<file path="src/rtl/mult_iter_unit.sv">
// mult_iter_unit: iterative signed/unsigned multiplier, BITS_PER_CYCLE bits per cycle.
// Define MULT_ACC_EN to add the acc_op/acc_hi/acc_lo accumulate ports (MADD/MSUB).
module mult_iter_unit #(
   parameter int WIDTH          = 32,
   parameter int BITS_PER_CYCLE = 2
) (
   input  logic             clk,
   input  logic             resetn,
   input  logic             flush,
   input  logic             in_valid,
   output logic             in_ready,
   input  logic             sign,
   input  logic [WIDTH-1:0] srca,
   input  logic [WIDTH-1:0] srcb,
`ifdef MULT_ACC_EN
   input  logic [1:0]       acc_op,
   input  logic [WIDTH-1:0] acc_hi,
   input  logic [WIDTH-1:0] acc_lo,
`endif
   output logic             out_valid,
   input  logic             out_ready,
   output logic [WIDTH-1:0] hi,
   output logic [WIDTH-1:0] lo
);

   localparam int BPC  = BITS_PER_CYCLE;
   localparam int ITER = WIDTH / BPC;
   localparam int CW   = $clog2(ITER + 1);
   localparam int PW   = 2 * WIDTH;
   localparam int SW   = $clog2(PW);

   typedef enum logic [1:0] {
      IDLE = 2'd0,
      BUSY = 2'd1,
      FIX  = 2'd2,
      DONE = 2'd3
   } state_t;

   state_t state_q;
   state_t state_d;

   logic             accept;
   logic             step;
   logic             finish;
   logic             retire;
   logic             last;

   logic [WIDTH-1:0] mag_a_q;
   logic [WIDTH-1:0] mag_b_q;
   logic             neg_q;
   logic [PW-1:0]    prod_q;
   logic [CW-1:0]    cnt_q;

   logic [WIDTH-1:0]     abs_a;
   logic [WIDTH-1:0]     abs_b;
   logic [WIDTH+BPC-1:0] ppart;
   logic [SW-1:0]        shamt;
   logic [PW-1:0]        pp_ext;
   logic [PW-1:0]        prod_fix;
   logic [PW-1:0]        result;

`ifdef MULT_ACC_EN
   logic [1:0]       acc_op_q;
   logic [WIDTH-1:0] acc_hi_q;
   logic [WIDTH-1:0] acc_lo_q;
`endif

   assign last = (cnt_q == CW'(ITER - 1));

   always_ff @(posedge clk or negedge resetn) begin
      if (!resetn) begin
         state_q <= IDLE;
      end else begin
         state_q <= state_d;
      end
   end

   always_comb begin
      state_d = state_q;
      if (flush) begin
         state_d = IDLE;
      end else begin
         unique case (state_q)
            IDLE: if (in_valid) state_d = BUSY;
            BUSY: if (last) state_d = FIX;
            FIX:  state_d = DONE;
            DONE: if (out_ready) state_d = IDLE;
            default: state_d = IDLE;
         endcase
      end
   end

   always_comb begin
      in_ready = 1'b0;
      accept   = 1'b0;
      step     = 1'b0;
      finish   = 1'b0;
      retire   = 1'b0;
      unique case (state_q)
         IDLE: begin
            in_ready = !flush;
            accept   = !flush && in_valid;
         end
         BUSY: step   = !flush;
         FIX:  finish = !flush;
         DONE: retire = !flush && out_ready;
         default: ;
      endcase
   end

   // Magnitudes are WIDTH-bit unsigned; -2^(WIDTH-1) maps to 2^(WIDTH-1).
   assign abs_a = (sign && srca[WIDTH-1]) ? -srca : srca;
   assign abs_b = (sign && srcb[WIDTH-1]) ? -srcb : srcb;

   always_ff @(posedge clk or negedge resetn) begin
      if (!resetn) begin
         mag_a_q <= '0;
         mag_b_q <= '0;
         neg_q   <= 1'b0;
      end else if (accept) begin
         mag_a_q <= abs_a;
         mag_b_q <= abs_b;
         neg_q   <= sign & (srca[WIDTH-1] ^ srcb[WIDTH-1]);
      end else if (step) begin
         mag_b_q <= mag_b_q >> BPC;
      end
   end

`ifdef MULT_ACC_EN
   always_ff @(posedge clk or negedge resetn) begin
      if (!resetn) begin
         acc_op_q <= 2'b00;
         acc_hi_q <= '0;
         acc_lo_q <= '0;
      end else if (accept) begin
         acc_op_q <= acc_op;
         acc_hi_q <= acc_hi;
         acc_lo_q <= acc_lo;
      end
   end
`endif

   assign ppart  = {{BPC{1'b0}}, mag_a_q}
                 * {{WIDTH{1'b0}}, mag_b_q[BPC-1:0]};
   assign shamt  = SW'(cnt_q) * SW'(BPC);
   assign pp_ext = PW'(ppart) << shamt;

   always_ff @(posedge clk or negedge resetn) begin
      if (!resetn) begin
         prod_q <= '0;
         cnt_q  <= '0;
      end else if (accept) begin
         prod_q <= '0;
         cnt_q  <= '0;
      end else if (step) begin
         prod_q <= prod_q + pp_ext;
         cnt_q  <= cnt_q + CW'(1);
      end
   end

   assign prod_fix = neg_q ? -prod_q : prod_q;

`ifdef MULT_ACC_EN
   always_comb begin
      result = prod_fix;
      unique case (acc_op_q)
         2'b01:   result = {acc_hi_q, acc_lo_q} + prod_fix;
         2'b10:   result = {acc_hi_q, acc_lo_q} - prod_fix;
         default: result = prod_fix;
      endcase
   end
`else
   assign result = prod_fix;
`endif

   // A flush in FIX drops the result; hi/lo keep the previous one.
   always_ff @(posedge clk or negedge resetn) begin
      if (!resetn) begin
         hi <= '0;
         lo <= '0;
      end else if (finish) begin
         hi <= result[PW-1:WIDTH];
         lo <= result[WIDTH-1:0];
      end
   end

   always_ff @(posedge clk or negedge resetn) begin
      if (!resetn) begin
         out_valid <= 1'b0;
      end else if (flush) begin
         out_valid <= 1'b0;
      end else if (finish) begin
         out_valid <= 1'b1;
      end else if (retire) begin
         out_valid <= 1'b0;
      end
   end

endmodule
</file>
<file path="config.mk">
export PLATFORM = sky130hd
export DESIGN_NAME = mult_iter_unit
export DESIGN_NICKNAME = d
export VERILOG_FILES = /design/src/rtl/mult_iter_unit.sv
export SDC_FILE = /design/constraint.sdc
export NUM_CORES = 1
export LEC_CHECK = 0
export BUFFER_PORTS_ARGS = -buffer_cell sky130_fd_sc_hd__buf_2
export CORE_MARGIN = 4
export CORE_UTILIZATION = 29
export CTS_BUF_LIST = sky130_fd_sc_hd__clkbuf_8
export CTS_CLUSTER_DIAMETER = 100
export DETAILED_ROUTE_END_ITERATION = 7
export HOLD_SLACK_MARGIN = 0.03
export MAX_ROUTING_LAYER = met4
export SLEW_MARGIN = 20
export SYNTH_ARGS = -nofsm -noshare
export SYNTH_HDL_FRONTEND = slang
export SYNTH_SLANG_ARGS = --single-unit
</file>
<file path="constraint.sdc">
create_clock -name clk -period 8.1 [get_ports clk]
set_clock_uncertainty 0.15 [all_clocks]
set_input_delay 1.215 -clock clk [delete_from_list [all_inputs] [get_ports clk]]
set_output_delay 1.215 -clock clk [all_outputs]
set_load 0.01 [all_outputs]
</file>
==> results.py, run 1 <==
metrics = {
    "status": {
        "outcome": "finished, final reports clean",
    },
    "finish": {
        "final_common_cell": "nand2_1",
        "layout_common_cells": "nand2_1 (407), o21ai_0 (217), dfrtp_1 (199)",
        "drive_above_1_share_pct": 10.89,
        "final_util_pct": 32.72,
        "areaGrowthSynthToFinish_pct": 11.61,
        "nets": 2719,
    },
    "worst_setup_path": {
        "crit_slowest_cell": "dfrtp_1",
        "critPathMostFrequentCell": "a21oi_1",
        "endpoint_kind": "flip-flop",
        "cp_data_required_time_ps": 8420,
        "reg2reg_setup_slack_ps": 750,
        "critical_path.max_stage_delay_ps": 560,
        "startpoint": "mag_b_q[0]$_DFFE_PN0P_",
        "ff2ff_path_depth": 26,
        "r2r_start": "mag_b_q[0]$_DFFE_PN0P_",
        "criticalPathCategory": "reg2reg",
        "reg2reg_to": "prod_q[63]$_DFFE_PN0P_",
        "crit_fanout": 12,
        "endpoint": "prod_q[63]$_DFFE_PN0P_",
        "worstPathArrival_ps": 7670,
        "cp-start-kind": "flip-flop",
    },
    "place": {
        "gp_congestion": 0.9334,
        "dp_hpwl_mm": 45.34,
        "numPortBuffers": 135,
        "place_ws_ps": 695.1,
    },
    "detailed_routing": {
        "drc_errors": 0,
        "dr.pass1.iters": 5,
        "wl_per_cell_um": 17.32,
        "drt_iter0_markers": 1110,
        "vias": 18040,
        "ant_nets": 0,
        "via_per_inst": 5.265,
        "drt-total-wl_mm": 59.37,
    },
    "clock_tree": {
        "cts_made_buffers": 40,
        "cts_tree": "done",
        "insertion_delay_ps": 600,
        "cts-root-buf": "clkbuf_8",
        "numClockSinks": 201,
        "h-tree-depth": 2,
        "clockBufferDepth": 3,
        "postCtsSetupBuffers": 0,
        "path_clk_slew_ps": 60,
    },
    "sta": {
        "tns_ps": 0,
        "finalHoldViolCount": 0,
        "slew_viol_final": 0,
        "setup_viol": 0,
        "holdWs_ps": 319.1,
        "fin_crit_sh_pct": 90.72,
        "rsz0062_at_grt": "no",
        "period_needed_ps": 7348,
        "max_freq_ghz": 0.1361,
        "relSlewSlack_pct": 23.49,
        "tightest_slew_ps": 1136,
        "fin_ws_ps": 751.6,
    },
    "synthesis": {
        "synth_fp_nets": 2670,
        "synthCells": 2493,
        "synth_cell_types": 86,
        "ys_async_sr_fraction_pct": 100.0,
        "yosysWarnings": 0,
        "syn_area_per_cell_sq_um": 7.579,
        "ys_seq_elements": 201,
        "synth_edf_count": 0,
        "synthesis.area_sq_um": 18900,
        "yosysSeqAreaShare_pct": 26.62,
        "ys.flop_type": "dfrtp_1",
    },
    "die": {
        "die_y_um": 263.3,
        "rows": 93,
        "core_area_sq_um": 64460,
        "dieArea_sq_um": 69310,
        "start_util_pct": 29.31,
        "ios": 136,
        "dieWidth_um": 263.3,
    },
    "worst_hold_path": {
        "min_path_type": "reg2reg",
        "min_path_cells": 2,
    },
    "power_and_ir_drop": {
        "irDropWorstVdd_v": 0.0001440,
        "leakage_nw": 9.402,
        "total_power_mw": 9.233,
        "pwr_density_cell_nw_per_um2": 437.8,
    },
    "grt": {
        "overflow": 0,
        "grt_usage_pct": 17.12,
        "grt_pass1_vias": 17020,
        "grt_antenna_before_repair": 1,
        "grt_max_degree": 101,
        "grt_pass1_wl_mm": 95.74,
    },
    "run": {
        "cap_violations": 0,
    },
}
-- cells in the mapped netlist, types with 12 or more instances --
master	number	area share, %
nor4_1	16	0.53
o211ai_1	17	0.68
nand2b_1	17	0.56
o22ai_1	14	0.46
o31ai_1	32	1.3
and3_1	13	0.43
o21ai_0	217	5.7
nor3_1	40	1.1
a21o_1	50	2.0
mux2i_1	38	2.0
nand3_1	48	1.3
dfrtp_1	201	27
and2_1	86	2.8
nand4_1	30	0.99
clkbuf_1	138	2.7
nor2_1	190	3.8
or3_1	19	0.63
o21ai_1	19	0.50
o21bai_1	22	0.87
a31oi_1	60	2.0
o21a_1	16	0.64
mux2_2	20	1.2
nand2_1	407	8.1
xnor2_1	84	3.9
a21oi_1	197	5.2
nor2b_1	12	0.40
buf_1	17	0.34
inv_1	54	1.1
ha_1	105	7.0
a211oi_1	19	0.75
xor2_1	121	5.6
-- registers in the layout, summed over array words and instances, names as in the netlist --
name       cells
neg_q          1
mag_b_q       32
cnt_q          5
mag_a_q       32
state_q        2
out_valid      1
hi            32
prod_q        64
lo            32
-- where the power goes --
part           switching (mW)  internal [mW]
Combinational            4.01           2.38
Sequential              0.401           1.42
Clock                   0.468          0.554
-- kinds of logic (layout without fill, tap and decap cells) --
family,Yosys count,in the layout,share of synthesized area [%]
multiplexers,67,67,4.278
AND/OR/NAND/NOR,932,932,23.06
adder cells (fa/ha/maj),107,107,7.165
XOR/XNOR,205,205,9.502
flip-flops,201,201,26.62
other,0,1,0
AO/OA/AOI/OAI,770,770,25.19
buffers and inverters,211,289,4.191
-- stage by stage --
stage	instance area, sq um	std cells
after CTS	21080	3426
final	21090	3427
after global routing	21090	3427
after floorplan	18900	2493
after global placement	20310	3355
after detailed placement	20310	3355
-- area by class of cell --
| type | count | area, sq um |
|---|---|---|
| fill | 7005 | 43370 |
| multi-input combinational | 2081 | 13110 |
| sequential | 201 | 5032 |
| tap | 855 | 1070 |
| timing repair buffer | 162 | 892.1 |
| clock buffer | 50 | 688.2 |
| inverter | 56 | 210.2 |
| clock inverter | 21 | 88.84 |
| antenna | 1 | 2.502 |
-- per-layer routing --
metal	global-route usage [%]	part of all wire, %	vias up
met2	26.66	45	397
met3	2.364	3.8	84
li1	-	-	9046
met4	5.110	2.9	0
met5	-	0	-
met1	23.25	48	8517
-- critical path: cells and delay by family (launching register included) --
family                   cells  cell delay, ps
AO/OA/AOI/OAI               15            4290
XOR/XNOR                     1             140
adder cells (fa/ha/maj)      2             590
buffers and inverters        1              80
flip-flops                   1             560
multiplexers                 3             890
AND/OR/NAND/NOR              4             510
-- worst min path at each step --
stage	from	end	slack, ps
3_3_place_gp	lo[11]$_DFFE_PN0P_	lo[11]$_DFFE_PN0P_	310
4_1_cts	hi[12]$_DFFE_PN0P_	hi[12]$_DFFE_PN0P_	330
2_1_floorplan	mag_a_q[30]$_DFFE_PN0P_	mag_a_q[30]$_DFFE_PN0P_	310
5_1_grt	hi[1]$_DFFE_PN0P_	hi[1]$_DFFE_PN0P_	340
3_5_place_dp	hi[12]$_DFFE_PN0P_	hi[12]$_DFFE_PN0P_	310
6_report	hi[0]$_DFFE_PN0P_	hi[0]$_DFFE_PN0P_	320
-- what timing repair did --
item | CTS | global route
endpoints found under the setup margin | 0 | 4
endpoints found under the hold margin | 0 | 0
hold buffers | 0 | 0
gates resized for setup | 0 | 1
(Power assumes the default switching activity.)
==> run 2: changes to the inputs <==
--- a/config.mk
+++ b/config.mk
@@ -13,6 +13,7 @@
 export DETAILED_ROUTE_END_ITERATION = 7
 export HOLD_SLACK_MARGIN = 0.03
 export MAX_ROUTING_LAYER = met4
+export PLACE_DENSITY = 0.52
 export SLEW_MARGIN = 20
 export SYNTH_ARGS = -nofsm -noshare
 export SYNTH_HDL_FRONTEND = slang
==> run 2 against run 1 <==
Compared with the run above: register-to-register slack worse by 210 ps; cell area is 0.85% higher; highest routed layer unchanged; critical path depth grew 1; total power is 2.6% higher; combinational power increased by 0.8%; die area unchanged; count of clock-buffer cells in the layout rose by 7; first-iteration DRC count up 11%.
==> results.py, run 2 (synthesis results as in run 1) <==
metrics = {
    "sta": {
        "rsz0062_at_grt": "no",
        "holdWs_ps": 318.8,
        "tightest_slew_ps": 1088,
        "slew_viol_final": 0,
        "period_needed_ps": 7559,
        "tns_ps": 0,
        "setup_viol": 0,
        "max_freq_ghz": 0.1323,
        "finalHoldViolCount": 0,
        "relSlewSlack_pct": 26.82,
        "fin_crit_sh_pct": 93.32,
    },
    "finish": {
        "n_fill_cell": 6969,
        "layout_common_cells": "nand2_1 (407), o21ai_0 (217), dfrtp_1 (198)",
        "areaGrowthSynthToFinish_pct": 12.57,
        "largest_reg_flops": 64,
        "postLayoutCellArea_sq_um": 21270,
        "max_flop_register": "prod_q",
        "final_common_cell": "nand2_1",
        "drive_above_1_share_pct": 11.41,
        "final_util_pct": 33.00,
        "nets": 2724,
    },
    "clock_tree": {
        "path_clk_slew_ps": 60,
        "cts_made_buffers": 41,
        "postCtsSetupBuffers": 0,
        "clockBufferDepth": 3,
        "cts_tree": "done",
        "cts-root-buf": "clkbuf_8",
        "holdBufCountCts": 0,
        "insertion_delay_ps": 630,
        "numClockSinks": 201,
        "h-tree-depth": 2,
    },
    "power_and_ir_drop": {
        "p_sw_share_pct": 52.42,
        "irDropWorstVdd_v": 0.0001311,
        "power.share.clock_pct": 12.4,
        "p_sw_mw": 4.966,
        "leakage_nw": 9.462,
        "power_frac_seq_pct": 19.7,
        "combPwrFrac_pct": 68.0,
        "pwr_density_cell_nw_per_um2": 445.4,
        "total_power_mw": 9.474,
        "intPower_mw": 4.508,
    },
    "grt": {
        "overflow": 0,
        "grt_usage_pct": 18.02,
        "grt_pass1_vias": 18110,
        "grt_antenna_before_repair": 3,
        "grt_max_degree": 132,
        "grt_pass1_wl_mm": 100.8,
    },
    "run": {
        "cap_violations": 0,
    },
    "die": {
        "die_y_um": 263.3,
        "start_util_pct": 29.31,
        "rows": 93,
        "ios": 136,
        "core_area_sq_um": 64460,
        "dieArea_sq_um": 69310,
        "dieWidth_um": 263.3,
    },
    "detailed_routing": {
        "dr.pass1.iters": 6,
        "via_per_inst": 5.355,
        "drt-total-wl_mm": 62.34,
        "drc_errors": 0,
        "ant_nets": 0,
        "vias": 18400,
        "wl_per_cell_um": 18.15,
        "drt_iter0_markers": 1232,
    },
    "worst_setup_path": {
        "critical_path.max_stage_delay_ps": 520,
        "crit_fanout": 22,
        "critPathMostFrequentCell": "a21oi_1",
        "endpoint_kind": "flip-flop",
        "reg2reg_setup_slack_ps": 540,
        "worstPathArrival_ps": 7860,
        "cp-start-kind": "flip-flop",
        "crit_slowest_cell": "dfrtp_2",
        "criticalPathCategory": "reg2reg",
        "cp_data_required_time_ps": 8400,
    },
    "place": {
        "placed_area_sq_um": 20350,
        "gp_congestion": 0.9676,
        "dp_hpwl_mm": 48.07,
        "numPortBuffers": 135,
    },
    "worst_hold_path": {
        "min_path_type": "reg2reg",
    },
    "status": {
        "outcome": "finished, final reports clean",
    },
}
==> run 2: metrics by stage <==
step                      setup WS (ps)  cells
final                             540.8   3435
after global placement            613.3   3359
after detailed placement          481.9   3359
after CTS                         368.9   3432
after floorplan                    1589   2493
after global routing              5.962   3435
==> run 2: layout make-up <==
type / instances / area [sq um] / share of cell area, %
Sequential cell: 201 / 5034 / 23.66
Inverter: 56 / 210.2 / 0.9882
Clock inverter: 16 / 123.9 / 0.5824
Timing Repair Buffer: 166 / 929.6 / 4.371
Multi-Input combinational cell: 2081 / 13110 / 61.64
Tap cell: 855 / 1070 / 5.029
Clock buffer: 57 / 784.5 / 3.688
Antenna cell: 3 / 7.507 / 0.03529
==> run 2: worst max-delay path, delay by kind of cell, from the launching register on <==
family / cells / cell delay, ps
flops: 1 / 520
compound gates: 16 / 4170
buf+inv: 2 / 380
xor+xnor: 2 / 360
fa+ha+maj: 2 / 590
mux: 2 / 810
simple gates: 3 / 370
==> run 2: final timing paths <==
path | startpoint | cells after the start | endpoint
worst max register to register | mag_b_q[1]$_DFFE_PN0P_ | 27 | prod_q[61]$_DFFE_PN0P_
worst max-delay path | mag_b_q[1]$_DFFE_PN0P_ | 27 | prod_q[61]$_DFFE_PN0P_
max in group asynchronous | resetn | 2 | neg_q$_DFFE_PN0P_
worst min-delay path | lo[16]$_DFFE_PN0P_ | 2 | lo[16]$_DFFE_PN0P_
worst min register to register | lo[16]$_DFFE_PN0P_ | 2 | lo[16]$_DFFE_PN0P_
min in group asynchronous | resetn | 1 | lo[16]$_DFFE_PN0P_
==> run 2: timing repair <==
| item | 4_1_cts | 5_1_grt |
|---|---|---|
| resized for setup | 0 | 3 |
| endpoints found under the hold margin | 0 | 0 |
| setup endpoints to repair | 0 | 6 |
==> run 2: metal layers <==
metal,track usage [%],wire [um]
met1,23.79,29340
met5,-,0
met3,2.720,2587
met4,5.411,1915
met2,28.71,28500
==> run 2: power by group through the flow <==
stage,Combinational [mW],Clock (mW),Sequential [mW]
5_1_grt,7.15,1.26,1.94
6_report,6.44,1.17,1.86
4_1_cts,6.42,1.22,1.87
3_3_place_gp,6.35,0,1.87
3_5_place_dp,6.38,0,1.89
2_1_floorplan,4.59,0,1.77
==> run 3: changes to the inputs <==
--- a/config.mk
+++ b/config.mk
@@ -6,6 +6,9 @@
 export NUM_CORES = 1
 export LEC_CHECK = 0
 export BUFFER_PORTS_ARGS = -buffer_cell sky130_fd_sc_hd__buf_2
+export CAP_MARGIN = 20
+export CELL_PAD_IN_SITES_DETAIL_PLACEMENT = 0
+export CELL_PAD_IN_SITES_GLOBAL_PLACEMENT = 1
 export CORE_MARGIN = 4
 export CORE_UTILIZATION = 29
 export CTS_BUF_LIST = sky130_fd_sc_hd__clkbuf_8
@@ -13,7 +16,7 @@
 export DETAILED_ROUTE_END_ITERATION = 7
 export HOLD_SLACK_MARGIN = 0.03
 export MAX_ROUTING_LAYER = met4
-export PLACE_DENSITY = 0.52
+export PLACE_DENSITY = 0.64
 export SLEW_MARGIN = 20
 export SYNTH_ARGS = -nofsm -noshare
 export SYNTH_HDL_FRONTEND = slang
==> run 3 against run 2 <==
Compared with the run above: worst setup slack got worse by 64 ps; final cell count about the same; global-route usage increased by 0.29 points; fmax decreased by 0.83%; flip-flop and latch count unchanged; die area unchanged; first-iteration DRC count decreased by 0.32%; largest cell class unchanged; register-to-register slack got worse by 60 ps; sequential power about the same; sequential share of layout area increased by 0.11 points.
==> results.py, run 3 (synthesis results as in run 1) <==
metrics = {
    "grt": {
        "grt-busiest-layer": "met2",
        "grt_usage_pct": 18.31,
        "use_met2_pct": 29.38,
        "grt_pass1_wl_mm": 101.4,
        "grt_antenna_before_repair": 1,
        "gr-usage-met1_pct": 24.05,
        "overflow": 0,
        "met3_usage_pct": 2.523,
        "grt_pass1_vias": 17820,
        "grt_max_degree": 136,
    },
    "die": {
        "start_util_pct": 29.31,
        "rows": 93,
        "dieArea_sq_um": 69310,
        "ios": 136,
        "die_y_um": 263.3,
        "core_area_sq_um": 64460,
        "dieWidth_um": 263.3,
    },
    "place": {
        "placed_area_sq_um": 20380,
        "dp_hpwl_mm": 48.70,
        "gp_congestion": 0.8993,
        "numPortBuffers": 135,
    },
    "power_and_ir_drop": {
        "irDropWorstVdd_v": 0.0001387,
        "combPwrFrac_pct": 69.2,
        "power_frac_seq_pct": 19.9,
        "pwr_density_cell_nw_per_um2": 443.2,
        "intPower_mw": 4.383,
        "p_sw_share_pct": 53.27,
        "power.share.clock_pct": 10.9,
        "p_sw_mw": 4.997,
        "leakage_nw": 9.429,
    },
    "worst_setup_path": {
        "endpoint_kind": "flip-flop",
        "cp_data_required_time_ps": 8420,
        "cp-start-kind": "flip-flop",
        "ff2ff_path_depth": 27,
        "r2r_start": "mag_b_q[1]$_DFFE_PN0P_",
        "reg2reg_to": "prod_q[63]$_DFFE_PN0P_",
        "crit_fanout": 34,
        "reg2reg_setup_slack_ps": 480,
        "criticalPathCategory": "reg2reg",
        "worstPathArrival_ps": 7940,
    },
    "clock_tree": {
        "h-tree-depth": 2,
        "cts_made_buffers": 40,
        "postCtsSetupBuffers": 0,
        "clockBufferDepth": 3,
        "holdBufCountCts": 0,
        "path_clk_slew_ps": 60,
        "cts_tree": "done",
        "cts_resized": 0,
        "cts-root-buf": "clkbuf_8",
        "numClockSinks": 201,
        "insertion_delay_ps": 600,
    },
    "finish": {
        "largest_reg_flops": 64,
        "max_flop_register": "prod_q",
        "n_fill_cell": 7005,
        "areaGrowthSynthToFinish_pct": 12.02,
        "final_common_cell": "nand2_1",
        "nets": 2728,
        "register_area_sq_um": 5032,
        "postLayoutCellArea_sq_um": 21170,
        "drive_above_1_share_pct": 11.28,
        "layout_common_cells": "nand2_1 (407), o21ai_0 (217), dfrtp_1 (199)",
        "multi_input_area_sq_um": 13110,
        "final_util_pct": 32.83,
    },
    "sta": {
        "max_freq_ghz": 0.1312,
        "rsz0062_at_grt": "no",
        "holdWs_ps": 318.6,
        "relSlewSlack_pct": 36.29,
        "slew_viol_final": 0,
        "fin_crit_sh_pct": 94.11,
        "finalHoldViolCount": 0,
        "tightest_slew_ps": 946.9,
        "setup_viol": 0,
        "period_needed_ps": 7623,
        "tns_ps": 0,
    },
    "detailed_routing": {
        "wl_per_cell_um": 18.39,
        "drt_iter0_markers": 1228,
        "vias": 18090,
        "via_per_inst": 5.265,
        "drc_errors": 0,
        "drt-total-wl_mm": 63.20,
        "ant_nets": 0,
        "dr.pass1.iters": 8,
    },
    "worst_hold_path": {
        "min_path_type": "reg2reg",
        "min_from": "lo[14]$_DFFE_PN0P_",
        "min_path_cells": 2,
        "hold_end": "lo[14]$_DFFE_PN0P_",
    },
    "run": {
        "cap_violations": 0,
    },
    "status": {
        "outcome": "finished, final reports clean",
    },
}
==> run 3: power groups by stage <==
| stage | Combinational [mW] | Sequential, mW | Clock, mW |
|---|---|---|---|
| 2_1_floorplan | 4.59 | 1.77 | 0 |
| 3_3_place_gp | 6.46 | 1.87 | 0 |
| 3_5_place_dp | 6.48 | 1.89 | 0 |
| 4_1_cts | 6.51 | 1.87 | 1.07 |
| 5_1_grt | 7.21 | 1.94 | 1.12 |
| 6_report | 6.49 | 1.87 | 1.02 |
==> run 3: stage by stage <==
step | setup WS, ps | instances | total power [mW]
3_5_place_dp | 406.3 | 3364 | 8.363
6_report | 477.3 | 3436 | 9.380
2_1_floorplan | 1589 | 2493 | 6.362
5_1_grt | 0.2540 | 3436 | 10.28
3_3_place_gp | 455.4 | 3364 | 8.325
4_1_cts | 350.4 | 3435 | 9.452
==> run 3: how the worst max path moves through the flow <==
stage                                       from                      to  slack, ps  depth (start not counted)
after floorplan           mag_b_q[0]$_DFFE_PN0P_  prod_q[51]$_DFFE_PN0P_       1590                         28
after global placement    mag_b_q[1]$_DFFE_PN0P_  prod_q[63]$_DFFE_PN0P_        460                         28
after detailed placement  mag_b_q[1]$_DFFE_PN0P_  prod_q[63]$_DFFE_PN0P_        410                         27
after CTS                 mag_b_q[1]$_DFFE_PN0P_  prod_q[63]$_DFFE_PN0P_        350                         27
after global routing      mag_b_q[1]$_DFFE_PN0P_  prod_q[51]$_DFFE_PN0P_        0.3                         27
final                     mag_b_q[1]$_DFFE_PN0P_  prod_q[63]$_DFFE_PN0P_        480                         27
==> run 3: final cells by class <==
| class | count | area share, % |
|---|---|---|
| Sequential cell | 201 | 23.77 |
| Tap cell | 855 | 5.054 |
| Multi-Input combinational cell | 2081 | 61.92 |
| Inverter | 56 | 0.9931 |
| Clock inverter | 22 | 0.4906 |
| Clock buffer | 49 | 3.186 |
| Antenna cell | 1 | 0.01182 |
| Timing Repair Buffer | 171 | 4.569 |
==> run 3: critical path, stage by stage (launching register included) <==
cell and delay (ps):
dfrtp_2 570, and2_1 220, ha_1 470, and4_1 300, a21oi_1 150, o21ai_0 100, a31oi_1 440, o21ai_1 220
a21boi_1 300, xnor2_1 190, mux4_2 520, mux2_2 290, o21ai_0 330, nor2_1 170, ha_1 430, a21oi_1 160
a21oi_1 180, o32ai_1 100, a31oi_1 400, a41oi_1 190, buf_4 190, o21ai_1 320, a21oi_1 140, buf_4 170
o21a_1 200, o2111ai_1 90, o2111ai_1 150, a311o_1 340
==> run 3: routing by layer <==
layer,up-vias,share of wire (%)
li1,9075,-
met1,8568,47
met2,361,46
met3,87,3.7
met4,0,3.0
met5,-,0
